$ cat src/rtl/diff_mon_pkg.sv
// Shared types and constants for the differential response monitor.
// Holds the run-state encoding, default MISR constants and the response fold.
package diff_mon_pkg;

  localparam int          Y_W_DEF      = 47;
  localparam logic [31:0] SIG_POLY_DEF = 32'h04C11DB7;
  localparam logic [31:0] SIG_SEED_DEF = 32'hFFFFFFFF;

  typedef enum logic [1:0] {
    ST_IDLE   = 2'd0,
    ST_WARMUP = 2'd1,
    ST_RUN    = 2'd2,
    ST_DONE   = 2'd3
  } mon_state_e;

  // Upper 15 bits of the response are folded onto the low word before compaction
  function automatic logic [31:0] fold_y(input logic [Y_W_DEF-1:0] y);
    return y[31:0] ^ {17'b0, y[Y_W_DEF-1:32]};
  endfunction

endpackage

$ cat src/rtl/diff_response_monitor_if.sv
// Run-control and result bundle between the timing harness and the monitor.
// The harness side is the master; the monitor side is the slave.
interface diff_response_monitor_if #(
  parameter int Y_W = 47
);
  logic           start;
  logic [Y_W-1:0] y_ref;
  logic [Y_W-1:0] y_dut;
  logic           busy;
  logic           done;
  logic           mismatch;
  logic [15:0]    fail_count;
  logic [15:0]    first_fail_cycle;
  logic [Y_W-1:0] first_fail_xor;
  logic [31:0]    signature;

  modport master (
    output start, y_ref, y_dut,
    input  busy, done, mismatch, fail_count, first_fail_cycle,
           first_fail_xor, signature
  );

  modport slave (
    input  start, y_ref, y_dut,
    output busy, done, mismatch, fail_count, first_fail_cycle,
           first_fail_xor, signature
  );
endinterface

$ cat src/rtl/diff_misr.sv
// 32-bit multiple-input signature register with seed load and step enable.
// Load has priority over enable so a restart edge always lands on the seed.
module diff_misr
  import diff_mon_pkg::*;
#(
  parameter logic [31:0] POLY = SIG_POLY_DEF,
  parameter logic [31:0] SEED = SIG_SEED_DEF
) (
  input  logic        clk,
  input  logic        rst,
  input  logic        load_i,
  input  logic        en_i,
  input  logic [31:0] data_i,
  output logic [31:0] sig_o
);

  logic [31:0] sig_q, sig_d;

  always_comb begin
    sig_d = sig_q;
    if (load_i) begin
      sig_d = SEED;
    end else if (en_i) begin
      sig_d = {sig_q[30:0], 1'b0} ^ (sig_q[31] ? POLY : 32'h0) ^ data_i;
    end
  end

  always_ff @(posedge clk) begin
    if (rst) begin
      sig_q <= SEED;
    end else begin
      sig_q <= sig_d;
    end
  end

  assign sig_o = sig_q;

endmodule

$ cat src/rtl/diff_response_monitor.sv
// Compares golden and under-test response streams over a programmed run.
// Define MONITOR_STOP_ON_FAIL_EN to end a run on its first mismatching cycle.
//
// state     | meaning
// ST_IDLE   | no run since reset; waiting for start
// ST_WARMUP | pipeline fill, responses ignored
// ST_RUN    | comparing and compacting, index 0..RUN_LEN-1
// ST_DONE   | results held until start or rst
module diff_response_monitor
  import diff_mon_pkg::*;
#(
  parameter int          Y_W      = Y_W_DEF,
  parameter int          RUN_LEN  = 256,
  parameter int          WARMUP   = 2,
  parameter logic [31:0] SIG_POLY = SIG_POLY_DEF,
  parameter logic [31:0] SIG_SEED = SIG_SEED_DEF
) (
  input logic                     clk,
  input logic                     rst,
  diff_response_monitor_if.slave  mon
);

`ifdef MONITOR_STOP_ON_FAIL_EN
  localparam bit STOP_ON_FAIL = 1'b1;
`else
  localparam bit STOP_ON_FAIL = 1'b0;
`endif

  localparam logic [15:0] RUN_LAST  = 16'(RUN_LEN - 1);
  localparam logic [15:0] WARM_LAST = 16'((WARMUP > 0) ? (WARMUP - 1) : 0);

  mon_state_e     state_q, state_d;
  logic [15:0]    cnt_q, cnt_d;
  logic           mismatch_q, mismatch_d;
  logic [15:0]    fail_cnt_q, fail_cnt_d;
  logic [15:0]    ff_cycle_q, ff_cycle_d;
  logic [Y_W-1:0] ff_xor_q, ff_xor_d;

  logic           cyc_diff;
  logic [Y_W-1:0] cyc_syn;
  logic           misr_load;
  logic           misr_en;
  logic [31:0]    misr_sig;

  assign cyc_syn  = mon.y_ref ^ mon.y_dut;
  assign cyc_diff = (cyc_syn != '0);

  always_comb begin
    state_d    = state_q;
    cnt_d      = cnt_q;
    mismatch_d = mismatch_q;
    fail_cnt_d = fail_cnt_q;
    ff_cycle_d = ff_cycle_q;
    ff_xor_d   = ff_xor_q;
    misr_load  = 1'b0;
    misr_en    = 1'b0;

    unique case (state_q)
      ST_IDLE, ST_DONE: begin
        if (mon.start) begin
          state_d    = (WARMUP == 0) ? ST_RUN : ST_WARMUP;
          cnt_d      = '0;
          mismatch_d = 1'b0;
          fail_cnt_d = '0;
          ff_cycle_d = '0;
          ff_xor_d   = '0;
          misr_load  = 1'b1;
        end
      end

      ST_WARMUP: begin
        if (cnt_q == WARM_LAST) begin
          state_d = ST_RUN;
          cnt_d   = '0;
        end else begin
          cnt_d = cnt_q + 16'd1;
        end
      end

      ST_RUN: begin
        misr_en = 1'b1;
        if (cyc_diff) begin
          mismatch_d = 1'b1;
          if (fail_cnt_q != 16'hFFFF) begin
            fail_cnt_d = fail_cnt_q + 16'd1;
          end
          // Only the earliest failing cycle is kept
          if (!mismatch_q) begin
            ff_cycle_d = cnt_q;
            ff_xor_d   = cyc_syn;
          end
        end
        if ((cnt_q == RUN_LAST) || (STOP_ON_FAIL && cyc_diff)) begin
          state_d = ST_DONE;
        end else begin
          cnt_d = cnt_q + 16'd1;
        end
      end

      default: begin
        state_d = ST_IDLE;
        cnt_d   = '0;
      end
    endcase
  end

  always_ff @(posedge clk) begin
    if (rst) begin
      state_q    <= ST_IDLE;
      cnt_q      <= '0;
      mismatch_q <= 1'b0;
      fail_cnt_q <= '0;
      ff_cycle_q <= '0;
      ff_xor_q   <= '0;
    end else begin
      state_q    <= state_d;
      cnt_q      <= cnt_d;
      mismatch_q <= mismatch_d;
      fail_cnt_q <= fail_cnt_d;
      ff_cycle_q <= ff_cycle_d;
      ff_xor_q   <= ff_xor_d;
    end
  end

  diff_misr #(
    .POLY (SIG_POLY),
    .SEED (SIG_SEED)
  ) u_misr (
    .clk    (clk),
    .rst    (rst),
    .load_i (misr_load),
    .en_i   (misr_en),
    .data_i (fold_y(mon.y_dut)),
    .sig_o  (misr_sig)
  );

  assign mon.busy             = (state_q == ST_WARMUP) || (state_q == ST_RUN);
  assign mon.done             = (state_q == ST_DONE);
  assign mon.mismatch         = mismatch_q;
  assign mon.fail_count       = fail_cnt_q;
  assign mon.first_fail_cycle = ff_cycle_q;
  assign mon.first_fail_xor   = ff_xor_q;
  assign mon.signature        = misr_sig;

endmodule

$ cat src/flat_wrapper.sv
// flat-port wrapper written by rule: the top's interface ports become plain ports
module diff_response_monitor_flat import diff_mon_pkg::*;
#(
  parameter int          Y_W      = Y_W_DEF,
  parameter int          RUN_LEN  = 256,
  parameter int          WARMUP   = 2,
  parameter logic [31:0] SIG_POLY = SIG_POLY_DEF,
  parameter logic [31:0] SIG_SEED = SIG_SEED_DEF
)
  (clk, rst, mon_start, mon_y_ref, mon_y_dut, mon_busy, mon_done, mon_mismatch, mon_fail_count, mon_first_fail_cycle, mon_first_fail_xor, mon_signature);
  diff_response_monitor_if #(.Y_W(Y_W)) mon_i ();
  input logic clk;
  input logic rst;
  input wire logic [$bits(mon_i.start)-1:0] mon_start;
  input wire logic [$bits(mon_i.y_ref)-1:0] mon_y_ref;
  input wire logic [$bits(mon_i.y_dut)-1:0] mon_y_dut;
  output wire logic [$bits(mon_i.busy)-1:0] mon_busy;
  output wire logic [$bits(mon_i.done)-1:0] mon_done;
  output wire logic [$bits(mon_i.mismatch)-1:0] mon_mismatch;
  output wire logic [$bits(mon_i.fail_count)-1:0] mon_fail_count;
  output wire logic [$bits(mon_i.first_fail_cycle)-1:0] mon_first_fail_cycle;
  output wire logic [$bits(mon_i.first_fail_xor)-1:0] mon_first_fail_xor;
  output wire logic [$bits(mon_i.signature)-1:0] mon_signature;
  assign mon_i.start = mon_start;
  assign mon_i.y_ref = mon_y_ref;
  assign mon_i.y_dut = mon_y_dut;
  assign mon_busy = mon_i.busy;
  assign mon_done = mon_i.done;
  assign mon_mismatch = mon_i.mismatch;
  assign mon_fail_count = mon_i.fail_count;
  assign mon_first_fail_cycle = mon_i.first_fail_cycle;
  assign mon_first_fail_xor = mon_i.first_fail_xor;
  assign mon_signature = mon_i.signature;
  diff_response_monitor #(.Y_W(Y_W), .RUN_LEN(RUN_LEN), .WARMUP(WARMUP), .SIG_POLY(SIG_POLY), .SIG_SEED(SIG_SEED)) u_core (.clk(clk), .rst(rst), .mon(mon_i));
endmodule
$ cat config.mk
export PLATFORM = sky130hd
export DESIGN_NAME = diff_response_monitor_flat
export DESIGN_NICKNAME = d
export VERILOG_FILES = /design/src/rtl/diff_mon_pkg.sv /design/src/rtl/diff_response_monitor_if.sv /design/src/rtl/diff_misr.sv /design/src/rtl/diff_response_monitor.sv /design/src/flat_wrapper.sv
export SDC_FILE = /design/constraint.sdc
export NUM_CORES = 1
export LEC_CHECK = 0
export ABC_CLOCK_PERIOD_IN_PS = 2900
export CAP_MARGIN = 10
export CORE_ASPECT_RATIO = 1.2
export CORE_MARGIN = 8
export CORE_UTILIZATION = 43
export CTS_CLUSTER_SIZE = 8
export DETAILED_ROUTE_END_ITERATION = 16
export PLACE_DENSITY = 0.76
export SYNTH_ARGS = -nofsm -noshare
export SYNTH_HDL_FRONTEND = slang
export SYNTH_HIERARCHICAL = 1
export SYNTH_SLANG_ARGS = --single-unit
$ cat constraint.sdc
create_clock -name clk -period 2.9 [get_ports clk]
set_input_delay 0.58 -clock clk [delete_from_list [all_inputs] [get_ports clk]]
set_output_delay 0.58 -clock clk [all_outputs]
set_load 0.01 [all_outputs]
Word level (Yosys, flattened, before mapping)

Cells that the tools add are included.

Add/subtract/negate cells: 2
Bitwise logic cells: 4
$lt $le $gt $ge: 0
Divide/modulo/power cells: 0
Equal/unequal tests: 13
Mux-type cells: 25
Shift operators: 0
Reductions and logical operators: 11
$mul: 0

Operators with widths:

| operator                                              | count |
|---|---|
| two-way mux 47 bit                                    | 3 |
| two-way mux 16 bit                                    | 7 |
| one-hot mux 47 bit (2 select lines)                   | 1 |
| one-hot mux 16 bit (2 select lines)                   | 2 |
| bitwise XOR 32 bit                                    | 2 |
| one-hot mux 16 bit (3 select lines)                   | 1 |
| nonzero test 47 bit                                   | 1 |
| bitwise XOR 47 bit                                    | 1 |
| adder 16 x 1 -> 16 bit (second input constant)        | 2 |
| bitwise XOR 32 x 15 -> 32 bit                         | 1 |
| two-way mux 27 bit                                    | 1 |
| equality test 16 x 1 -> 1 bit (second input constant) | 1 |
| equality test 16 x 8 -> 1 bit (second input constant) | 1 |
| != test 16 bit (second input constant)                | 1 |
| != test 2 x 1 -> 1 bit (second input constant)        | 4 |
| AND reduction 4 bit                                   | 2 |
| two-way mux 2 bit                                     | 3 |
| != test 2 bit (second input constant)                 | 3 |
| one-hot mux 2 bit (3 select lines)                    | 1 |
| AND reduction 3 bit                                   | 2 |
| two-way mux 1 bit                                     | 5 |
| equality test 2 bit (second input constant)           | 2 |
| OR reduction 2 bit                                    | 2 |
| equality test 2 x 1 -> 1 bit (second input constant)  | 1 |
| other kinds (5)                                       | 5 |

Output and inout port bits: 114
Bits in writable memories: 0
Latch bits: 0
Memories kept: 0
Bits in read-only memories: 0
Input bits: 97
Word-level logic and storage cells: 62
Bits in registers: 130

Logic depth before layout (Yosys ltp)

Gate-level depths: netlist (run 1).

Depth after elaboration: 4
Gate-level depth with buffers: 9
Gate-level depth less buffers: 8

Cells and area by module

The synthesis (run 1) kept the hierarchy.

By module, submodules not included:

| module                | area each (sq um) | cells each | sequential area each (sq um) | instances |
|---|---|---|---|---|
| diff_response_monitor | 4554.4            | 459        | 1961.9                       | 1 |
| diff_misr             | 1642.8            | 140        | 640.6                        | 1 |

Worst setup path before layout (run 1)

Ideal clock, no wire load.

Kind: input port to flip-flop
Start point: input port mon_y_dut[8]
End point: register u_core.fail_cnt_q[1] (netlist: u_core/mon.fail_count[1])
Required time: 2.784 ns
Data arrival time: 2.316 ns
Slack: 0.468 ns
Library setup time: 0.116 ns
Cell stages on the path: 8
Path buffers: 2
Cells stage by stage: xnor2_1 > nand4_1 > or4_4 > o31ai_4 > buf_4 > buf_6 > nor2_1 > a31o_2

Cells in the longest elaborated chain, start to end: 4

RTL lines:

| what                             | line                         | RTL |
|---|---|---|
| from (decl)                      | flat_wrapper.sv:16           | `input wire logic [$bits(mon_i.y_dut)-1:0] mon_y_dut;` |
| bitwise XOR 47 bit               | diff_response_monitor.sv:45  | `assign cyc_syn = mon.y_ref ^ mon.y_dut;` |
| nonzero test 47 bit              | diff_response_monitor.sv:46  | `assign cyc_diff = (cyc_syn != '0);` |
| != test 2 x 1 -> 1 bit (no line) | --                           |  |
| AND reduction 4 bit (no line)    | --                           |  |
| to (signal assigned)             | diff_response_monitor.sv:119 | `fail_cnt_q <= fail_cnt_d;` |
| to (decl)                        | diff_response_monitor.sv:35  | `logic [15:0] fail_cnt_q, fail_cnt_d;` |

No other way between the ends.
A chain may end at the register's enable or synchronous reset.

Worst setup path after layout (run 1)

Start point: input port mon_y_dut[23]
End point: register u_core.ff_xor_q[16] (netlist: u_core/mon.first_fail_xor[16])

Cells in the longest elaborated chain, start to end: 4

RTL lines:

| what                             | line                         | RTL |
|---|---|---|
| bitwise XOR 47 bit               | diff_response_monitor.sv:45  |  |
| nonzero test 47 bit              | diff_response_monitor.sv:46  |  |
| != test 2 x 1 -> 1 bit (no line) | --                           |  |
| AND reduction 4 bit (no line)    | --                           |  |
| to (signal assigned)             | diff_response_monitor.sv:121 | `ff_xor_q <= ff_xor_d;` |
| to (decl)                        | diff_response_monitor.sv:37  | `logic [Y_W-1:0] ff_xor_q, ff_xor_d;` |

No other way between the ends.

==> results of run 1 <==
-- cells by family (layout without fill, tap and decap cells) --
family / Yosys count / in the layout / share of synthesized area
XOR/XNOR: 105 / 105 / 0.178
multiplexers: 2 / 2 / 0.00343
AO/OA/AOI/OAI: 139 / 139 / 0.198
AND/OR/NAND/NOR: 172 / 172 / 0.148
adder cells (fa/ha/maj): 7 / 7 / 0.0141
buffers and inverters: 44 / 349 / 0.0384
flip-flops: 130 / 130 / 0.420
-- per-layer routing --
layer,up-vias,GRT usage,share of wire
met5,-,0,0
met1,2800,0.233,0.39
met2,216,0.404,0.51
met4,0,0.0885,0.025
met3,39,0.0926,0.078
li1,2775,-,-
-- cell usage after synthesis (3+ instances only) --
cell type	number	area [um^2]
dfxtp_1	130	2600
xnor2_1	74	648
o2bb2ai_1	48	420
nand2_1	32	120
nand2b_1	32	200
nor2_1	27	101
o211ai_1	23	173
a22o_1	20	175
xor2_1	18	158
clkbuf_1	17	63.8
nand3_1	16	80.1
nand4_1	16	100
nor3_1	14	70.1
inv_1	12	45.0
xnor3_1	12	270
o211ai_2	9	113
or3_1	9	56.3
buf_6	8	90.1
a211o_1	7	61.3
ha_1	7	87.6
a31oi_1	6	37.5
and3_1	6	37.5
nor4_1	5	31.3
o41ai_1	5	43.8
buf_2	4	20.0
o31ai_1	3	22.5
-- sequential cells by signal, indices dropped and copies added (netlist names) --
register                     flops
u_core/cnt_q                    16
u_core/mon.fail_count           16
u_core/mon.first_fail_cycle     16
u_core/mon.first_fail_xor       47
u_core/mon.mismatch              1
u_core/state_q                   2
u_core/u_misr/sig_o             32
-- report_power, final --
group | total, mW | leakage (nW) | internal, mW | switching, mW
logic | 2.43 | 2.52 | 1.28 | 1.15
registers | 2.22 | 1.05 | 2.01 | 0.209
clock network | 2.08 | 0.270 | 1.21 | 0.873
-- layout make-up --
cell class,count,area (um^2)
Multi-Input combinational cell,425,3380
Sequential cell,130,2600
Tap cell,175,219
Timing Repair Buffer,305,2890
Clock buffer,18,439
Inverter,12,45.0
Fill cell,1061,4530
Clock inverter,14,131
-- stage by stage --
stage / util / setup slack, ps / cell area [um^2]
final: 0.682 / 64.5 / 9710
after global routing: 0.682 / 23.0 / 9710
after CTS: 0.681 / 46.8 / 9690
after detailed placement: 0.641 / -399 / 9120
after global placement: 0.641 / -389 / 9120
after floorplan: - / 468 / 6200
-- worst paths after layout --
path / slack (ps) / to / cells past startpoint / startpoint
worst max-delay path: 60 / u_core/mon.first_fail_xor[16] / 8 / mon_y_dut[23]
worst min-delay path: 470 / u_core/mon.first_fail_xor[36] / 1 / u_core/mon.first_fail_xor[36]
worst max register to register: 510 / u_core/mon.fail_count[2] / 7 / u_core/state_q[0]
worst min register to register: 470 / u_core/mon.first_fail_xor[36] / 1 / u_core/mon.first_fail_xor[36]
==> flow_metrics.tcl, run 1 <==
set metrics [dict create \
    worstPathMaxFanout 32 \
    cts_tree "built" \
    die_h_um 148 \
    die_x_um 126 \
    ctsRootBufferMaster "clkbuf_16" \
    critPathKind "primary input to flop" \
    ctsResizeCount 0 \
    place_congestion 0.828 \
    nets 995 \
    cts_buffers 17 \
    initial_utilization 0.435 \
    h-tree-depth 4 \
    ir_drop_mv 0.363 \
    coreArea_mm2 0.0142 \
    slew_headroom 0.358 \
    setup_tns_ps 0 \
    area_growth_pct 56.6 \
    cp_cell_sequence "clkdlybuf4s50_1 > xnor2_1 > nand4_1 > or4_4 > o31a_4 > a21oi_4 > buf_12 > o2bb2ai_1" \
    clock_latency_ps 430 \
    ys_ff_latch 130 \
    cp-end-kind "flop" \
    critPathRequiredTime_ps 3240 \
    fmax_mhz 353 \
    grt_pass1_vias 6225 \
    totalWireLength_mm 21.2 \
    clk_path_buf_depth 2 \
    holdCritPathClass "flop to flop" \
    netlist_instances 599 \
    dp_hpwl_mm 16.0 \
    drc 0 \
    hold_violations 0 \
    drive_gt1_frac 0.167 \
    drv_cap 0 \
    cp_slowest_cell "or4_4" \
    synth_area_mm2 0.00620 \
    yosys_warnings 6 \
    leakagePower_nw 3.85 \
    status "finished clean" \
    postCtsHoldBufs 0 \
    synth_edf_count 0 \
    port-buffer-count 210 \
    gr-total-overflow 0 \
    clock_sinks 130 \
    skew_ps 7.54 \
    seq_area_frac_synth 0.420 \
    avgViaCountPerCell 5.40 \
    crit_path_max_incr_delay_ps 600 \
    setup_viol 0 \
    rsz0062_at_grt "false" \
    crit_family "simple AND/OR/NAND/NOR gates" \
    fin_crit_ps 2840 \
    std_cell_rows 48 \
    critPathLaunchType "primary input" \
    drt_iter0_drc 379 \
    mostFrequentLayoutCells "210 x clkdlybuf4s50_1, 130 x dfxtp_1, 89 x buf_4" \
    detail-route-antenna-nets 0 \
    final_common_cell "clkdlybuf4s50_1" \
    antenna_found_initial 0 \
    p_total_mw 6.74 \
    worstPathBufferInverterCount 2 \
    grt_start_max_net_pins 48 \
    finalCritPeriodShare 0.978 \
    die_area_mm2 0.0185 \
    postCtsSetupRepairBufs 0 \
    vias 5830 \
    dp_cells 1047 \
    hold_slack_ps 471 \
    syn-num-nets 703 \
    ys_types 54 \
    grt.total_usage 0.227 \
    cp.arrival_ps 3180 \
    final_cells 1079 \
    synthArstFlopShare 0 \
    slew_violations 0 \
    clk_pin_slew_ps 60 \
    antenna_cells 0 \
    grt_pass1_wl_mm 33.2 \
    synth_flop_cell "dfxtp_1" \
    io_pins 211 \
    syn_area_per_cell_um2 10.3 \
    tightest_slew_ps 961 \
    wl_per_cell_um 19.7 \
    drt_pre_antenna_iters 5 \
    p_per_area_mw_per_mm2 694 \
]
Power figures use the tool's default switching activity.
==> run 2: changes to the inputs <==
CORE_UTILIZATION = 45   (was 43)
PLACE_DENSITY = 0.79   (was 0.76)
==> flow_metrics.tcl, run 2 (synthesis gave the netlist of run 1 again) <==
set metrics [dict create \
    status "finished clean" \
    hold_violations 0 \
    cp-end-kind "flop" \
    place_ws_ps -321 \
    detail-route-antenna-nets 0 \
    critPathLaunchType "primary input" \
    critPathRequiredTime_ps 3230 \
    drt_pre_antenna_iters 5 \
    cts_buffers 17 \
    postCtsSetupRepairBufs 0 \
    reg2reg_slack_ps 520 \
    initial_utilization 0.454 \
    totalWireLength_mm 21.6 \
    antenna_found_initial 0 \
    clk_path_buf_depth 2 \
    h-tree-depth 4 \
    grt_busiest_layer "met2" \
    clock_power_share 0.328 \
    r2r_cells 7 \
    clk_pin_slew_ps 60 \
    die_h_um 145 \
    cts_tree "built" \
    grt_start_max_net_pins 48 \
    r2r-start "u_core/state_q[0]" \
    holdCritStartpoint "u_core/mon.first_fail_xor[42]" \
    drt_iter0_drc 379 \
    ctsRootBufferMaster "clkbuf_16" \
    holdCritPathClass "flop to flop" \
    fin_crit_ps 2820 \
    place_congestion 0.877 \
    leakagePower_nw 3.88 \
    slew_headroom 0.360 \
    mostFrequentLayoutCells "210 x clkdlybuf4s50_1, 130 x dfxtp_1, 86 x buf_4" \
    slew_violations 0 \
    intPower_mw 4.79 \
    grt_pass1_vias 6311 \
    swShare 0.313 \
    timing.final.ws_setup_ps 83.7 \
    hold_depth 1 \
    clock_latency_ps 410 \
    wl_per_cell_um 20.1 \
    met1_usage 0.247 \
    avgViaCountPerCell 5.45 \
    largest_register_ffs 47 \
    antenna_cells 0 \
    fmax_mhz 355 \
    finalCritPeriodShare 0.971 \
    skew_ps 12.6 \
    hold_slack_ps 468 \
    die_area_mm2 0.0178 \
    final_common_cell "clkdlybuf4s50_1" \
    area_growth_pct 57.5 \
    std_cell_rows 47 \
    drv_cap 0 \
    r2r_end "u_core/mon.first_fail_xor[24]" \
    grtUsageMet3 0.0953 \
    critPathKind "primary input to flop" \
    coreArea_mm2 0.0136 \
    power_frac_comb 0.352 \
    setup_tns_ps 0 \
    p_switching_mw 2.18 \
    drive_gt1_frac 0.164 \
    nets 993 \
    dp_hpwl_mm 16.3 \
    grt_pass1_wl_mm 33.1 \
    p_per_area_mw_per_mm2 715 \
    rsz0062_at_grt "false" \
    grt.total_usage 0.243 \
    grtUsageMet2 0.423 \
    power_frac_seq 0.319 \
    tightest_slew_ps 959 \
    setup_viol 0 \
    holdPathEnd "u_core/mon.first_fail_xor[42]" \
    port-buffer-count 210 \
    worstPathMaxFanout 34 \
    clock_sinks 130 \
    die_x_um 123 \
    io_pins 211 \
    drc 0 \
    gr-total-overflow 0 \
    cp.arrival_ps 3150 \
    p_total_mw 6.98 \
    vias 5846 \
    ir_drop_mv 0.425 \
]
## run 2: cell types whose count changed in the layout (fill, tap and decap cells not counted)
cell,delta
clkbuf_1,+1
nor2_4,-1
nor2_2,+1
inv_6,-3
buf_12,+1
bufinv_16,+3
clkinvlp_4,-2
buf_4,-3
clkbuf_8,+1
## run 2: how the worst max path moves through the flow
stage,from,endpoint,slack (ps),cells past startpoint
after floorplan,mon_y_dut[8],u_core/mon.fail_count[1],470,8
after global placement,mon_y_dut[16],u_core/mon.first_fail_cycle[15],-290,8
after detailed placement,mon_y_dut[16],u_core/mon.first_fail_xor[5],-320,8
after CTS,mon_y_dut[16],u_core/mon.first_fail_xor[36],60,8
after global routing,mon_y_dut[5],u_core/mon.first_fail_xor[36],30,8
final,mon_y_dut[45],u_core/mon.first_fail_xor[5],80,8
## run 2: layout make-up
| cell class | instances | area [um^2] |
|---|---|---|
| clock buffer | 20 | 457 |
| clock inverter | 12 | 180 |
| fill | 971 | 3880 |
| inverter | 12 | 45.0 |
| multi-input combinational | 425 | 3370 |
| sequential | 130 | 2600 |
| tap | 171 | 214 |
| timing repair buffer | 303 | 2890 |
## run 2: critical path: stages
cell and delay (ps):
clkdlybuf4s50_1 510, xnor2_2 270, nand4_1 180, or4_4 600
o31a_4 400, a21oi_4 200, buf_12 220, o2bb2ai_1 150
## run 2: routing by layer
layer | routed length (um) | vias to the layer above
li1 | - | 2767
met1 | 7960 | 2771
met2 | 11000 | 259
met3 | 1720 | 49
met4 | 884 | 0
met5 | 0 | -
## run 2: metrics by stage
step,instances,instance area [um^2],util
4_1_cts,1073,9750,0.714
2_1_floorplan,599,6200,-
5_1_grt,1073,9760,0.715
6_report,1073,9760,0.715
3_5_place_dp,1041,9110,0.668
3_3_place_gp,1041,9110,0.668
## run 2: power groups by stage
stage,Clock (mW),Sequential [mW],Combinational (mW)
4_1_cts,2.32,2.23,2.46
3_3_place_gp,0,2.24,2.37
3_5_place_dp,0,2.25,2.43
2_1_floorplan,0,2.31,1.25
6_report,2.29,2.23,2.46
5_1_grt,2.41,2.25,2.60
## run 2: what timing repair did
item,CTS,global route
endpoints found under the setup margin,0,27
resized for setup,0,2
hold buffers,0,0
hold endpoints to repair,0,0
